===== config.mk =====
export PLATFORM = sky130hd
export DESIGN_NAME = mem_access_unit
export DESIGN_NICKNAME = d
export VERILOG_FILES = /design/src/rtl/mem_pkg.sv /design/src/rtl/load_extract.sv /design/src/rtl/mem_access_unit.sv
export SDC_FILE = /design/constraint.sdc
export NUM_CORES = 1
export LEC_CHECK = 0
export ABC_AREA = 0
export CAP_MARGIN = 20
export CORE_ASPECT_RATIO = 0.6
export CORE_MARGIN = 2
export CORE_UTILIZATION = 40
export CTS_BUF_LIST = sky130_fd_sc_hd__clkbuf_8 sky130_fd_sc_hd__clkbuf_16
export DETAILED_ROUTE_END_ITERATION = 10
export GPL_TIMING_DRIVEN = 0
export PLACE_DENSITY = 0.8
export SYNTH_ARGS = -nofsm -noshare
export SYNTH_HDL_FRONTEND = slang
export SYNTH_HIERARCHICAL = 1
export SYNTH_SLANG_ARGS = --single-unit

===== constraint.sdc =====
create_clock -name clock -period 2 [get_ports clock]
set_input_delay 0.2 -clock clock [delete_from_list [all_inputs] [get_ports clock]]
set_output_delay 0.2 -clock clock [all_outputs]
set_load 0.01 [all_outputs]

===== src/rtl/mem_pkg.sv =====
// Shared types and op-class helpers for the MEM-stage load/store path.
package mem_pkg;

  typedef enum logic [3:0] {
    OP_NONE = 4'd0,
    LB      = 4'd1,
    LBU     = 4'd2,
    LH      = 4'd3,
    LHU     = 4'd4,
    LW      = 4'd5,
    SB      = 4'd6,
    SH      = 4'd7,
    SW      = 4'd8
  } mem_op_t;

  typedef enum logic {
    IDLE   = 1'b0,
    RMW_WR = 1'b1
  } state_t;

  // Raw 4-bit codes are decoded here so undefined values fall out as no-ops.
  function automatic logic is_load(input logic [3:0] op);
    case (op)
      LB, LBU, LH, LHU, LW: return 1'b1;
      default:              return 1'b0;
    endcase
  endfunction

  function automatic logic is_store(input logic [3:0] op);
    case (op)
      SB, SH, SW: return 1'b1;
      default:    return 1'b0;
    endcase
  endfunction

  function automatic logic is_sub_store(input logic [3:0] op);
    case (op)
      SB, SH:  return 1'b1;
      default: return 1'b0;
    endcase
  endfunction

  function automatic logic is_half(input logic [3:0] op);
    case (op)
      LH, LHU, SH: return 1'b1;
      default:     return 1'b0;
    endcase
  endfunction

  function automatic logic is_word(input logic [3:0] op);
    case (op)
      LW, SW:  return 1'b1;
      default: return 1'b0;
    endcase
  endfunction

endpackage


===== src/rtl/load_extract.sv =====
// Combinational little-endian lane select with sign/zero extension for loads.
module load_extract
  import mem_pkg::*;
#(
  parameter int DATA_W = 32
) (
  input  logic [3:0]        op,
  input  logic [1:0]        lane,
  input  logic [DATA_W-1:0] word,
  output logic [DATA_W-1:0] data
);

  logic signed [7:0]  byte_s;
  logic signed [15:0] half_s;

  always_comb begin
    byte_s = '0;
    case (lane)
      2'd0:    byte_s = word[7:0];
      2'd1:    byte_s = word[15:8];
      2'd2:    byte_s = word[23:16];
      default: byte_s = word[31:24];
    endcase
  end

  // Half lane is chosen by lane[1] only; lane[0] is a don't-care for halves.
  assign half_s = lane[1] ? word[31:16] : word[15:0];

  always_comb begin
    data = '0;
    case (op)
      LB:      data = {{(DATA_W-8){byte_s[7]}}, byte_s};
      LBU:     data = {{(DATA_W-8){1'b0}}, byte_s};
      LH:      data = {{(DATA_W-16){half_s[15]}}, half_s};
      LHU:     data = {{(DATA_W-16){1'b0}}, half_s};
      LW:      data = word;
      default: data = '0;
    endcase
  end

endmodule


===== src/rtl/mem_access_unit.sv =====
// MEM-stage load/store controller with 2-cycle read-modify-write for SB/SH.
// Optional build macro MISALIGN_TRAP_EN: trap misaligned half/word accesses.
module mem_access_unit
  import mem_pkg::*;
#(
  parameter int ADDR_W = 32,
  parameter int DATA_W = 32
) (
  input  logic              clock,
  input  logic              reset,
  input  logic              req_valid,
  input  logic [3:0]        req_op,
  input  logic [ADDR_W-1:0] req_addr,
  input  logic [DATA_W-1:0] req_wdata,
  output logic              stall,
  output logic              load_valid,
  output logic [DATA_W-1:0] load_data,
  output logic              misalign,
  output logic [ADDR_W-1:0] dm_address,
  output logic [DATA_W-1:0] dm_data_in,
  output logic              dm_mem_write,
  input  logic [DATA_W-1:0] dm_data_out
);

  state_t            state, state_nxt;
  logic [3:0]        op_p0;
  logic              misal_p0;
  logic              take_load_p0;
  logic              take_rmw_p0;
  logic [DATA_W-1:0] ld_ext_p0;
  logic [DATA_W-1:0] rd_buf;

  function automatic logic [DATA_W-1:0] merge_lanes(
    input logic [3:0]        op,
    input logic [1:0]        lane,
    input logic [DATA_W-1:0] old,
    input logic [DATA_W-1:0] wd
  );
    logic [DATA_W-1:0] r;
    r = old;
    if (op == SB) begin
      case (lane)
        2'd0:    r[7:0]   = wd[7:0];
        2'd1:    r[15:8]  = wd[7:0];
        2'd2:    r[23:16] = wd[7:0];
        default: r[31:24] = wd[7:0];
      endcase
    end else if (op == SH) begin
      if (lane[1]) r[31:16] = wd[15:0];
      else         r[15:0]  = wd[15:0];
    end
    return r;
  endfunction

  // Stage p0: decode the request held in EX/MEM
  assign op_p0 = req_valid ? req_op : 4'(OP_NONE);

`ifdef MISALIGN_TRAP_EN
  assign misal_p0 = (is_half(op_p0) && req_addr[0]) ||
                    (is_word(op_p0) && (req_addr[1:0] != 2'b00));
`else
  assign misal_p0 = 1'b0;
`endif

  assign take_load_p0 = (state == IDLE) && is_load(op_p0) && !misal_p0;
  assign take_rmw_p0  = (state == IDLE) && is_sub_store(op_p0) && !misal_p0;
  assign dm_address   = {req_addr[ADDR_W-1:2], 2'b00};

  load_extract #(.DATA_W(DATA_W)) u_load_extract (
    .op   (op_p0),
    .lane (req_addr[1:0]),
    .word (dm_data_out),
    .data (ld_ext_p0)
  );

  always_comb begin
    state_nxt    = state;
    stall        = 1'b0;
    dm_mem_write = 1'b0;
    dm_data_in   = req_wdata;
    case (state)
      IDLE: begin
        if (!misal_p0) begin
          if (op_p0 == SW) begin
            dm_mem_write = 1'b1;
          end else if (is_sub_store(op_p0)) begin
            stall     = 1'b1;
            state_nxt = RMW_WR;
          end
        end
      end
      RMW_WR: begin
        // Held request is not re-decoded; it only supplies lane and data.
        dm_mem_write = 1'b1;
        dm_data_in   = merge_lanes(req_op, req_addr[1:0], rd_buf, req_wdata);
        state_nxt    = IDLE;
      end
      default: state_nxt = IDLE;
    endcase
    if (reset) begin
      dm_mem_write = 1'b0;
      state_nxt    = IDLE;
    end
  end

  // Stage p1: registered load result and RMW read buffer
  always_ff @(posedge clock) begin
    if (reset) begin
      state      <= IDLE;
      load_valid <= 1'b0;
      load_data  <= '0;
      rd_buf     <= '0;
    end else begin
      state      <= state_nxt;
      load_valid <= take_load_p0;
      if (take_load_p0) load_data <= ld_ext_p0;
      if (take_rmw_p0)  rd_buf    <= dm_data_out;
    end
  end

`ifdef MISALIGN_TRAP_EN
  always_ff @(posedge clock) begin
    if (reset) misalign <= 1'b0;
    else       misalign <= (state == IDLE) && misal_p0;
  end
`else
  assign misalign = 1'b0;
`endif

endmodule


==> impl_metrics.tcl <==
set metrics [dict create \
    status "finished, final reports clean" \
    area_delta_synth_final_pct 54.9 \
    first_iter_violations 414 \
    synth_top_area_share 0.321 \
    post-dp-hpwl_mm 12.3 \
    grt_pass1_vias 4623 \
    wl_per_cell_um 18.3 \
    cp.required_ps 1800 \
    fmax_ghz 0.507 \
    die_w_um 135 \
    antenna_found_initial 1 \
    holdPathEnd "load_data[12]" \
    grtUsageTotal 0.282 \
    cts_tree "yes" \
    multiInputGateArea_um2 2440 \
    hold_violations 0 \
    skew_ps 5.95 \
    synthDistinctLibCells 49 \
    io_pins 203 \
    die_y_um 82.6 \
    grt-ovfl-total 0 \
    viasPerCell 5.47 \
    ant_nets 0 \
    die_area_um2 11200 \
    routed_wirelength_mm 15.9 \
    cts.path.max_buffers 2 \
    relSlewSlack 0.611 \
    peakVddDrop_mv 0.396 \
    setup_ws_ps 26.3 \
    yosys_warnings 6 \
    synth-async-reset-ratio 0 \
    rows 28 \
    numCtsBuffers 9 \
    ys_seq_area_frac 0.321 \
    clk_latency_ps 340 \
    preCtsSetupSlack_ps -975 \
    tns_ps 0 \
    crit_fanout 8 \
    layout_min_cycle_time_ps 1970 \
    syn_area_um2 4120 \
    r2r_end "load_data[13]" \
    min_from "reset" \
    synth.avg_cell_area_um2 7.63 \
    path_clk_slew_ps 50 \
    core_um2 9950 \
    end_kind "output pin" \
    drtPass1Iterations 5 \
    setup_viol 0 \
    whs_path_depth 2 \
    synth_cells 540 \
    p_leak_nw 2.63 \
    hold_slack_ps 270 \
    ctsHoldBuffers 0 \
    drc 0 \
    rr_startpoint "state" \
    clock-sinks 66 \
    clock-root-buffer "clkbuf_16" \
    cts_htree_levels 3 \
    fillCellCount 864 \
    synth_most_common_cell "nand2_1" \
    power_density_nw_per_um2 578 \
    worst_ep_arrival_time_ps 1770 \
    start_util 0.414 \
    crit_type "flop to output pin" \
    cp-start-kind "flop" \
    slew_viol_final 0 \
    post-route-period-util 0.987 \
    ff2ff_setup_slack_ps 300 \
    hold_class "primary input to flop" \
    nets 832 \
    regArea_um2 1330 \
    final_layout_size_suffix_gt1_frac 0.198 \
    cap_violations 0 \
    ys.flop_type "dfxtp_1" \
    synth_edf_count 0 \
    vias 4744 \
    grt_max_degree 12 \
    r2r_cells 6 \
    synthTopCellsByCount "nand2_1 (166), a21oi_1 (74), dfxtp_1 (66)" \
    max_slew.worst_pin.slew_ps 583 \
    gp_congestion 0.937 \
    ys_seq_elements 66 \
    synthTopCellsByArea "dfxtp_1 (32%), nand2_1 (15%), mux2i_1 (9.2%)" \
    yosys.area.top_type "dfxtp_1" \
    grt_pass1_wl_mm 23.9 \
    io_buffers 168 \
]
==> placed cells by master, fill, tap and decap left out, types with 5 or more instances in the layout <==
cell type,instances
a211o_1,6
a21oi_1,74
buf_2,18
buf_4,40
clkbuf_1,11
clkbuf_16,9
clkbuf_2,6
clkdlybuf4s50_1,128
dfxtp_1,65
dlygate4sd2_1,29
inv_1,5
mux2_2,9
mux2i_1,38
nand2_1,163
nand2_2,12
nand2b_1,8
nor2_1,14
nor2b_1,6
o221a_2,8
o221ai_1,15
or2_2,8
==> per-layer routing <==
layer | track usage | up-vias | wire length, µm
li1 | - | 2197 | -
met1 | 0.367 | 2286 | 7130
met2 | 0.451 | 231 | 6890
met3 | 0.0965 | 30 | 1650
met4 | 0.0708 | 0 | 218
met5 | 0 | - | 0
==> worst max path at each step <==
stage / slack [ps] / end / depth (start not counted) / from
2_1_floorplan: 290 / load_data[17] / 9 / req_valid
3_3_place_gp: -940 / dm_data_in[14] / 6 / req_addr[1]
3_5_place_dp: -970 / dm_data_in[8] / 6 / req_addr[1]
4_1_cts: 10 / dm_data_in[4] / 6 / state
5_1_grt: -30 / load_data[7] / 11 / req_valid
6_report: 30 / dm_data_in[0] / 6 / state
==> sequential cells by signal (all words and copies together) (netlist names) <==
name	cells
load_data	32
rd_buf	32
load_valid	1
state	1
==> worst max-delay path, cell delays in order (launching register included) <==
cell and delay [ps]:
dfxtp_4 360, buf_8 140, o41ai_4 60, buf_12 180
buf_4 130, mux2_2 320, clkdlybuf4s15_1 240
==> layout make-up <==
type                            count  area share
Multi-Input combinational cell    404       0.382
Timing Repair Buffer              176       0.265
Sequential cell                    66       0.208
Buffer                             67      0.0724
Clock buffer                        9      0.0353
Tap cell                          135      0.0265
Clock inverter                      5     0.00765
Inverter                            5     0.00294
Antenna cell                        1    0.000392
==> where the power goes <==
part | total (mW) | switching (mW) | internal [mW]
Combinational | 0.826 | 0.398 | 0.428
Sequential | 1.36 | 0.0172 | 1.34
Clock | 1.50 | 0.565 | 0.938
==> logic make-up (layout without fill, tap and decap cells) <==
logic type	Yosys count	count (layout)	synth area share
buffers and inverters	72	262	0.108
other	1	4	0.000910
AO/OA/AOI/OAI	117	117	0.191
AND/OR/NAND/NOR	235	235	0.255
multiplexers	48	48	0.122
XOR/XNOR	1	1	0.00213
flip-flops	66	66	0.321
==> per-stage QoR <==
stage          cells  total power [mW]  area, µm²  utilization
2_1_floorplan    542              1.77       4130            -
3_3_place_gp     845              2.19       5980        0.601
3_5_place_dp     845              2.21       5980        0.601
4_1_cts          867              3.68       6390        0.642
5_1_grt          867              3.81       6380        0.641
6_report         868              3.69       6380        0.641
==> repair_timing <==
| action | 4_1_cts | 5_1_grt |
|---|---|---|
| gates cloned | 1 | 0 |
| resized for setup | 91 | 15 |
| pin swaps | 3 | 1 |
| hold endpoints to repair | 0 | 0 |
| setup endpoints to repair | 66 | 24 |
| buffers inserted | 7 | 0 |
Note: power is estimated with default switching activity, not from simulation.
